File: config.mk
export PLATFORM = sky130hd
export DESIGN_NAME = seg_scan_driver
export DESIGN_NICKNAME = d
export VERILOG_FILES = /design/src/rtl/seg_scan_driver.sv
export SDC_FILE = /design/constraint.sdc
export NUM_CORES = 1
export LEC_CHECK = 0
export ABC_AREA = 1
export CORE_UTILIZATION = 50
export DETAILED_ROUTE_END_ITERATION = 12
export PLACE_DENSITY = 0.7
export SLEW_MARGIN = 20
export SYNTH_ARGS = -nofsm -noshare
export SYNTH_HDL_FRONTEND = slang
export SYNTH_SLANG_ARGS = --single-unit
File: constraint.sdc
create_clock -name clk -period 2.8 [get_ports clk]
set_input_delay 0.56 -clock clk [delete_from_list [all_inputs] [get_ports clk]]
set_output_delay 0.56 -clock clk [all_outputs]
set_load 0.005 [all_outputs]
File: src/rtl/seg_scan_driver.sv
// Time-multiplexed scan driver for a four-digit 7-segment display with
// per-frame input shadowing, guard blanking between digits and frame-counted blink.
module seg_scan_driver #(
    parameter int CLK_DIV      = 100000,
    parameter int GUARD        = 2,
    parameter int BLINK_FRAMES = 125
) (
    input  logic        clk,
    input  logic        resetn,
    input  logic        enable,
    input  logic [27:0] seg_in,
    input  logic [3:0]  blink_mask,
    input  logic [3:0]  dp_mask,
    output logic [3:0]  an,
    output logic [6:0]  cathode,
    output logic        dp_n,
    output logic        frame_done
);

    localparam int PW = $clog2(CLK_DIV);
    localparam int FW = (BLINK_FRAMES > 1) ? $clog2(BLINK_FRAMES) : 1;
    localparam logic [PW-1:0] PRE_MAX = PW'(CLK_DIV - 1);
    localparam logic [FW-1:0] FC_MAX  = FW'(BLINK_FRAMES - 1);

    logic [PW-1:0] pre_q, pre_d;
    logic [1:0]    idx_q, idx_d;
    logic [FW-1:0] fc_q, fc_d;
    logic          phase_q, phase_d;
    logic [27:0]   seg_sh_q, seg_sh_d;
    logic [3:0]    blink_sh_q, blink_sh_d;
    logic [3:0]    dp_sh_q, dp_sh_d;
    logic [3:0]    an_q, an_d;
    logic [6:0]    cathode_q, cathode_d;
    logic          dp_n_q, dp_n_d;
    logic          frame_done_q, frame_done_d;

    logic          pre_wrap;
    logic          frame_start;
    logic          frame_end;
    logic          in_guard;
    logic          blank;
    logic [1:0]    slot_k;
    logic [6:0]    digit;

    always_comb begin
        pre_wrap    = (pre_q == PRE_MAX);
        frame_start = (pre_q == '0) && (idx_q == 2'd0);
        frame_end   = pre_wrap && (idx_q == 2'd3);

        pre_d = pre_wrap ? '0 : pre_q + 1'b1;
        idx_d = pre_wrap ? idx_q + 2'd1 : idx_q;

        // Phase flips on the last cycle of a frame so the output timeline
        // sees the new phase exactly on the frame_done cycle.
        fc_d    = fc_q;
        phase_d = phase_q;
        if (frame_end) begin
            if (fc_q == FC_MAX) begin
                fc_d    = '0;
                phase_d = ~phase_q;
            end else begin
                fc_d = fc_q + 1'b1;
            end
        end

        seg_sh_d   = seg_sh_q;
        blink_sh_d = blink_sh_q;
        dp_sh_d    = dp_sh_q;
        if (frame_start) begin
            seg_sh_d   = seg_in;
            blink_sh_d = blink_mask;
            dp_sh_d    = dp_mask;
        end
    end

    // Output stage reads the next-shadow values so the first slot of a frame
    // already shows the snapshot taken on that same edge.
    always_comb begin
        slot_k   = 2'd3 - idx_q;
        in_guard = (int'(pre_q) < GUARD);
        blank    = phase_q && blink_sh_d[slot_k];
        case (idx_q)
            2'd0:    digit = seg_sh_d[27:21];
            2'd1:    digit = seg_sh_d[20:14];
            2'd2:    digit = seg_sh_d[13:7];
            default: digit = seg_sh_d[6:0];
        endcase

        an_d         = 4'hF;
        cathode_d    = 7'h7F;
        dp_n_d       = 1'b1;
        frame_done_d = frame_start;
        if (enable && !in_guard) begin
            an_d = ~(4'b1000 >> idx_q);
            if (!blank) begin
                cathode_d = ~digit;
                dp_n_d    = ~dp_sh_d[slot_k];
            end
        end
    end

    always_ff @(posedge clk or negedge resetn) begin
        if (!resetn) begin
            pre_q        <= '0;
            idx_q        <= 2'd0;
            fc_q         <= '0;
            phase_q      <= 1'b0;
            seg_sh_q     <= '0;
            blink_sh_q   <= '0;
            dp_sh_q      <= '0;
            an_q         <= 4'hF;
            cathode_q    <= 7'h7F;
            dp_n_q       <= 1'b1;
            frame_done_q <= 1'b0;
        end else begin
            pre_q        <= pre_d;
            idx_q        <= idx_d;
            fc_q         <= fc_d;
            phase_q      <= phase_d;
            seg_sh_q     <= seg_sh_d;
            blink_sh_q   <= blink_sh_d;
            dp_sh_q      <= dp_sh_d;
            an_q         <= an_d;
            cathode_q    <= cathode_d;
            dp_n_q       <= dp_n_d;
            frame_done_q <= frame_done_d;
        end
    end

    assign an         = an_q;
    assign cathode    = cathode_q;
    assign dp_n       = dp_n_q;
    assign frame_done = frame_done_q;

endmodule

### Word-level counts from Yosys, hierarchy flattened

Index checks and enable logic that the tools add are counted.

| word-level totals | value |
|---|---|
| output and inout port bits | 13 |
| register bits | 76 |
| bits of input ports | 39 |
| word-level logic and storage cells | 50 |

| cells by class | value |
|---|---|
| $lt $le $gt $ge | 2 |
| eq/ne operators | 5 |
| add/subtract/negate cells | 4 |
| multiplexer cells | 15 |
| bitwise gates (word level) | 4 |
| reductions and logical operators | 8 |
| shift-type cells | 1 |

Operators by type and width:

| kind | count |
|---|---|
| $mux W28 | 1 |
| $mux W7 | 3 |
| $pmux W7 S3 | 1 |
| $add A17 B1 Y17 const B | 1 |
| $eq A17 B17 Y1 const B | 1 |
| $logic_not A17 Y1 | 1 |
| $lt A17 B2 Y1 const B | 1 |
| $mux W17 | 1 |
| $mux W4 | 3 |
| $add A7 B1 Y7 const B | 1 |
| $eq A7 B7 Y1 const B | 1 |
| $not A7 Y7 | 1 |
| $bmux W1 S2 | 2 |
| $eq A2 B2 Y1 const B | 2 |
| $logic_and A1 B1 Y1 | 4 |
| $mux W1 | 4 |
| $not A4 Y4 | 1 |
| $shr A4 B2 Y4 const A | 1 |
| $lt A2 B3 Y1 const B | 1 |
| $add A2 B1 Y2 const B | 1 |
| $eq A2 B1 Y1 const B | 1 |
| $logic_not A2 Y1 | 1 |
| $not A1 Y1 | 2 |
| $reduce_and A2 Y1 | 1 |
| 2 further kinds | 2 |

### Logic depth before layout (Yosys ltp)

Gate-level depths: netlist of the first run.

| logic depth | value |
|---|---|
| word-level depth | 8 |
| mapped depth | 14 |
| gate-level depth less buffers | 12 |

### Worst setup path before layout of the first run

Ideal clock, no wire load.

| timing path | value |
|---|---|
| kind | reg-to-reg |
| from | register idx_q[0] |
| to | register seg_sh_q[10] |
| library setup time | 0.119 ns |
| period minus slack after synthesis | 2.030 ns |
| path buffers | 4 |
| path slack | 0.770 ns |
| arrival time | 1.912 ns |
| stages on the path, launching flop included | 11 |
| cells stage by stage | dfrtp_1 > inv_1 > ha_1 > buf_4 > nand3_1 > nor2_4 > nand3_2 > buf_6 > buf_6 > buf_2 > o21a_1 |

| between the ends | value |
|---|---|
| cells in the longest elaborated chain, start to end | 3 |

Ends and longest elaborated chain:

| what | RTL line | source |
|---|---|---|
| start, declared | 26 | `logic [1:0] idx_q, idx_d;` |
| start signal, assigned | 117 | `idx_q <= idx_d;` |
| $logic_not A2 Y1 | 47 | `frame_start = (pre_q == '0) && (idx_q == 2'd0);` |
| $logic_and A1 B1 Y1 | 47 |  |
| $mux W28 | 69 | `if (frame_start) begin` |
| named net seg_sh_d[10] | 29 | `logic [27:0] seg_sh_q, seg_sh_d;` |
| end signal, assigned | 120 | `seg_sh_q <= seg_sh_d;` |
| end, declared | 29 |  |

The timed path passes the listed nets, and every way through them passes these cells.
A chain may end at the register's enable or synchronous reset.

### Worst setup path in the final report of the first run

| timing path | value |
|---|---|
| from | register idx_q[0] |
| to | register cathode_q[3] (netlist: cathode[3]) |

| between the ends | value |
|---|---|
| elaborated cells on any way between the ends | 14 |
| classes of those cells | add/sub: 1; eq/ne: 2; mux: 7; bitwise: 1; reduce/logical: 3 |

RTL lines:

| what | RTL line | source |
|---|---|---|
| $sub A2 B2 Y2 | 79 | `slot_k = 2'd3 - idx_q;` |
| named net slot_k[0] | 42 | `logic [1:0] slot_k;` |
| $bmux W1 S2 | 81 | `blank = phase_q && blink_sh_d[slot_k];` |
| $mux W1 (not written as such) | 81 |  |
| $logic_and A1 B1 Y1 | 81 |  |
| $mux W7 | 95 | `if (!blank) begin` |
| $mux W7 | 93 | `if (enable && !in_guard) begin` |
| named net cathode_d[3] | 33 | `logic [6:0] cathode_q, cathode_d;` |
| end signal, assigned | 124 | `cathode_q <= cathode_d;` |
| end, declared | 33 |  |

The timed path passes the listed nets, and every way through them passes these cells. The select of a mux whose other input is x is not followed.

==> results.md, run 1 <==
- Status: finished clean
- Vias in the first global route: 3280
- Crit-path max FO: 16
- Initial antenna violation count: 0
- Yosys Warn Count: 0
- Min Clock Period, post-route: 2.44 ns
- DP HPWL: 6.18 mm
- Register area share after synthesis: 0.470
- R2r endpoint: cathode[3]$_DFF_PN1_
- Input/output buffers: 51
- Starting DRC count in detailed routing: 203
- PostCTS Resize Cnt: 0
- RSZ-0062 raised after global routing: false
- Root buffer cell: clkbuf_8
- Reg-to-reg slack, setup: 0.36 ns
- First drt pass iteration count: 4
- DRC violations left: 0
- Placer Congestion: 0.870
- Clock Latency Late Sink: 0.35 ns
- # Post-CTS Setup Buffers: 0
- Syn Std Cell Area: 4080 um^2
- Post-Place Cell Area: 4670 um^2
- Synth Instances: 513
- Rel. slew slack: 0.693
- Tightest Pin Transition: 0.457 ns
- Post-DR wirelength/cell: 13.0 um
- Period utilization: 0.872
- Pwr/cell area: 466 nW/um^2
- Die width: 92.3 um
- Final setup violation count: 0
- Worst Path Required: 3.07 ns
- Effective utilization at floorplan: 0.522
- Crit. End Element: flop
- Type of the most critical hold path: in2async
- Post-synthesis register bit count: 76
- Fmax: 410 MHz
- CTS sink count: 76
- Syn Area/Cell: 7.94 um^2
- Core area: 7810 um^2
- Chip height: 92.3 um
- I/O pins: 52
- Hold bufs inserted after CTS: 0
- Final Hold Viols: 0
- Proportion of layout cells with a drive suffix above 1: 0.0895
- Routed vias: 3372
- Setup TNS: 0 ns
- Crit Path Class: reg2reg
- Die Area: 8520 um^2
- CTS H-Tree Depth: 3
- CTS Buf Count: 9
- ANT nets after route: 0
- Clock transition at the registers of the reported paths: 0.08 ns
- Leakage Power: 2.45 nW
- Nets: 613
- # rows: 32
- Via density: 5.02
- CTS tree: done
- Total Routing Usage GR: 0.226
- CP Launch Type: flop
- M3 GR Usage: 0.0464
- Antenna diodes: 0
- Final design area excluding fillers: 4900 um^2
- Most used routing layer: met2
- Max-slew violation count: 0
- Synth unique cells: 31
- Arrival time worst endpoint: 2.72 ns
- CTS max path bufs: 2
- Worst r2r src: idx_q[0]$_DFFE_PN0N_
- Met2 Use GR: 0.356
- Final Skew: 0.0107 ns
- Maxcap violations: 0
- Commonest cells after routing, fill and taps aside: inv_1, nand2_1, dfrtp_1
- M1 GR Usage: 0.321
- Syn Nets: 561
- GR Overflow Total: 0
- Largest net degree at the start of global routing: 77
- Detailed Route WL: 8.76 mm
- Layout area overhead: 20.3%
- Reg2Reg Depth: 10
- Maximum vdd drop: 0.253 mV
- First-pass GRT wire length: 15.1 mm
## flip-flops by register name (all words and copies together), names as in the netlist, 2 cells and up
signal      cells
pre_q          17
fc_q            7
an              4
idx_q           2
cathode         7
seg_sh_q       28
blink_sh_q      4
dp_sh_q         4
## cells by family after synthesis
logic type | count (synthesis) | synth area share
xor+xnor | 11 | 0.0236
buf+inv | 117 | 0.117
simple gates | 260 | 0.304
fa+ha+maj | 9 | 0.0276
compound gates | 40 | 0.0574
flops | 76 | 0.470
## power by group
part           leakage [nW]  switching, W  total [W]  internal, W
combinational          1.42     0.0000799   0.000171    0.0000916
sequential            0.923    0.00000943    0.00114      0.00113
clock                 0.112      0.000416   0.000969     0.000552
## worst max-delay path: stages (launching register included)
cell and delay [ns]:
dfrtp_1 0.48, inv_1 0.25, ha_1 0.21, buf_4 0.18, nand2_1 0.06, nor2_1 0.21, nand3_2 0.29, o21ai_0 0.34
o21ai_0 0.15, nor2_1 0.14, nand2_1 0.06
## cell usage after synthesis
library cell / instances / area [um^2]
nor2_2: 4 / 25.0
nor4_1: 3 / 18.8
nand4_1: 24 / 150
nor2_1: 39 / 146
inv_1: 99 / 372
nand3_1: 48 / 240
a31oi_1: 1 / 6.26
buf_2: 7 / 35.0
o21ai_1: 4 / 20.0
buf_4: 4 / 30.0
nand2_1: 99 / 372
clkbuf_1: 2 / 7.51
dfstp_2: 12 / 315
xor2_1: 10 / 87.6
nand3_2: 3 / 30.0
dfrtp_1: 64 / 1600
inv_2: 2 / 7.51
buf_1: 1 / 3.75
nor2_4: 4 / 45.0
and2_1: 18 / 113
o21ai_0: 16 / 80.1
ha_1: 9 / 113
and3_1: 1 / 6.26
xnor2_1: 1 / 8.76
nand2_2: 3 / 18.8
buf_6: 2 / 22.5
a211oi_1: 2 / 15.0
o21a_1: 11 / 82.6
nor3b_1: 1 / 7.51
a21oi_1: 6 / 30.0
nor3_1: 13 / 65.1
## metrics by stage
step | power (W) | hold WS, ns | util | cells | setup slack (ns)
floorplan | 0.00123 | 0.264 | - | 513 | 0.770
global placement | 0.00134 | 0.446 | 0.598 | 656 | 0.497
detailed placement | 0.00134 | 0.458 | 0.598 | 656 | 0.417
CTS | 0.00230 | 0.251 | 0.628 | 672 | 0.382
global route | 0.00238 | 0.262 | 0.628 | 672 | 0.0745
finish | 0.00228 | 0.225 | 0.628 | 672 | 0.358
## layout make-up
class	instances	area (um^2)
Tap cell	102	128
Inverter	101	379
Timing Repair Buffer	57	563
Fill cell	688	2910
Clock buffer	11	151
Sequential cell	76	1920
Clock inverter	5	83.8
Multi-Input combinational cell	320	1680
## routing by layer
metal,part of all wire,up-vias
met1,0.49,1568
met5,0,-
li1,-,1722
met3,0.039,7
met4,0.010,0
met2,0.46,75
## worst max path at each step
stage	from	end	slack (ns)	cells past startpoint
floorplan	idx_q[0]$_DFFE_PN0N_	seg_sh_q[10]$_DFF_PN0_	0.77	10
global placement	idx_q[0]$_DFFE_PN0N_	cathode[3]$_DFF_PN1_	0.50	10
detailed placement	idx_q[0]$_DFFE_PN0N_	cathode[3]$_DFF_PN1_	0.42	10
CTS	idx_q[0]$_DFFE_PN0N_	cathode[3]$_DFF_PN1_	0.38	10
global route	idx_q[0]$_DFFE_PN0N_	cathode[3]$_DFF_PN1_	0.07	10
finish	idx_q[0]$_DFFE_PN0N_	cathode[3]$_DFF_PN1_	0.36	10
Power figures use the tool's default switching activity.
==> inputs of run 2 (changes only) <==
--- a/config.mk
+++ b/config.mk
@@ -6,9 +6,11 @@
 export NUM_CORES = 1
 export LEC_CHECK = 0
 export ABC_AREA = 1
+export CAP_MARGIN = 10
 export CORE_UTILIZATION = 50
 export DETAILED_ROUTE_END_ITERATION = 12
 export PLACE_DENSITY = 0.7
+export SKIP_CTS_REPAIR_TIMING = 1
 export SLEW_MARGIN = 20
 export SYNTH_ARGS = -nofsm -noshare
 export SYNTH_HDL_FRONTEND = slang
==> constraint.sdc (replaced) <==
create_clock -name clk -period 2.67 [get_ports clk]
set_input_delay 0.534 -clock clk [delete_from_list [all_inputs] [get_ports clk]]
set_output_delay 0.534 -clock clk [all_outputs]
set_load 0.005 [all_outputs]
==> results.md, run 2 (synthesized netlist as in run 1, its figures left out) <==
- Max incr delay on CP: 0.47 ns
- Detailed Route WL: 8.95 mm
- Die width: 92.3 um
- Clock Latency Late Sink: 0.35 ns
- CTS max path bufs: 2
- Leakage Power: 2.47 nW
- CTS sink count: 76
- ANT nets after route: 0
- Initial antenna violation count: 0
- Fmax: 431 MHz
- DP HPWL: 6.38 mm
- Nets: 614
- Total Routing Usage GR: 0.230
- Post-Place Cell Area: 4670 um^2
- Setup TNS: 0 ns
- Crit. End Element: flop
- Maxcap violations: 0
- Root buffer cell: clkbuf_8
- Vias in the first global route: 3141
- Crit Path Class: reg2reg
- CTS Buf Count: 9
- Effective utilization at floorplan: 0.522
- DP Worst Slack: 0.385 ns
- WP depth: 10
- Most flops, register: seg_sh_q
- Rel. slew slack: 0.690
- Tightest Pin Transition: 0.462 ns
- Max reg flops: 28
- RSZ-0062 raised after global routing: false
- Crit path buf inv count: 2
- Final Hold Viols: 0
- # rows: 32
- Post-DR wirelength/cell: 13.3 um
- Routed vias: 3344
- DRC violations left: 0
- Commonest cells after routing, fill and taps aside: inv_1, nand2_1, dfrtp_1
- Setup ws final: 0.349 ns
- Antenna diodes: 0
- CTS tree: done
- Max-slew violation count: 0
- Delay-heaviest family, CP: simple AND/OR/NAND/NOR gates
- I/O pins: 52
- Proportion of layout cells with a drive suffix above 1: 0.0911
- Reg-to-reg slack, setup: 0.35 ns
- Reg2Reg Depth: 10
- Uppermost layer routed: met4
- Final design area excluding fillers: 4920 um^2
- Final setup violation count: 0
- Crit-path cells: inv_1, ha_1, buf_4, nand2_1, nor2_1, nand3_2, o21ai_0, o21ai_0, nor2_1, nand2_1
- Clock transition at the registers of the reported paths: 0.08 ns
- Worst Path Required: 2.95 ns
- Placer Congestion: 0.866
- Status: finished clean
- Met1 Routed Length: 4.40 mm
- Input/output buffers: 51
- CP Launch Type: flop
- GR Overflow Total: 0
- Final Skew: 0.0111 ns
- Met3 wire length: 350 um
- First drt pass iteration count: 5
- Power Total: 0.00246 W
- Layout area overhead: 20.8%
- Core area: 7810 um^2
- Pwr/cell area: 500 nW/um^2
- Die Area: 8520 um^2
- Min Clock Period, post-route: 2.32 ns
- Routed wl met2: 4.10 mm
- First-pass GRT wire length: 15.0 mm
- Largest registers: seg_sh_q: 28 flops, pre_q: 17 flops
- Slowest cell on crit path: dfrtp_1
- Largest net degree at the start of global routing: 77
- Type of the most critical hold path: in2async
- Crit-path max FO: 16
- Chip height: 92.3 um
- Period utilization: 0.869
- Maximum vdd drop: 0.261 mV
- CTS H-Tree Depth: 3
- Via density: 4.97
- Starting DRC count in detailed routing: 193
- Arrival time worst endpoint: 2.60 ns
-- run 2: cell types whose count changed in the layout (fill, tap and decap cells not counted), sizes merged --
cell / previous run / this run
buf: 7 / 8
clkbuf: 11 / 9
clkinv: 1 / 3
inv: 101 / 102
clkinvlp: 2 / 0
bufinv: 2 / 3
-- run 2: cell type report --
class                           count  area, um^2
Tap cell                          102         128
Multi-Input combinational cell    320        1680
Clock buffer                        9         124
Sequential cell                    76        1920
Timing Repair Buffer               58         571
Clock inverter                      7         124
Fill cell                         719        2890
Inverter                          101         379
-- run 2: worst reg2reg max path, cell delays in order (launching register included) --
cell and delay [ns]:
dfrtp_1 0.47, inv_1 0.23, ha_1 0.22, buf_4 0.17, nand2_1 0.06, nor2_1 0.19
nand3_2 0.26, o21ai_0 0.30, o21ai_0 0.13, nor2_1 0.14, nand2_1 0.07
-- run 2: path summary, 6_finish.rpt --
path | startpoint | to
worst max-delay path | idx_q[0]$_DFFE_PN0N_ | cathode[3]$_DFF_PN1_
worst min-delay path | resetn | seg_sh_q[16]$_DFF_PN0_
worst max register to register | idx_q[0]$_DFFE_PN0N_ | cathode[3]$_DFF_PN1_
worst min register to register | pre_q[0]$_DFF_PN0_ | pre_q[0]$_DFF_PN0_
max in group asynchronous | resetn | an[3]$_DFF_PN1_
min in group clk | pre_q[0]$_DFF_PN0_ | pre_q[0]$_DFF_PN0_
-- run 2: per-stage QoR --
stage,hold slack (ns),util,cells
2_1_floorplan,0.238,-,513
3_3_place_gp,0.446,0.599,657
3_5_place_dp,0.456,0.599,657
4_1_cts,0.212,0.630,673
5_1_grt,0.231,0.630,673
6_report,0.191,0.630,673
-- run 2: report_power, final --
group / internal, W / switching [W] / leakage [nW]
clock: 0.000629 / 0.000451 / 0.125
combinational: 0.0000962 / 0.0000844 / 1.42
sequential: 0.00119 / 0.00000990 / 0.923
-- run 2: per-layer routing --
metal / track usage / up-vias
met2: 0.348 / 73
met5: 0 / -
met4: 0.0742 / 0
met1: 0.327 / 1549
met3: 0.0531 / 8
li1: - / 1714
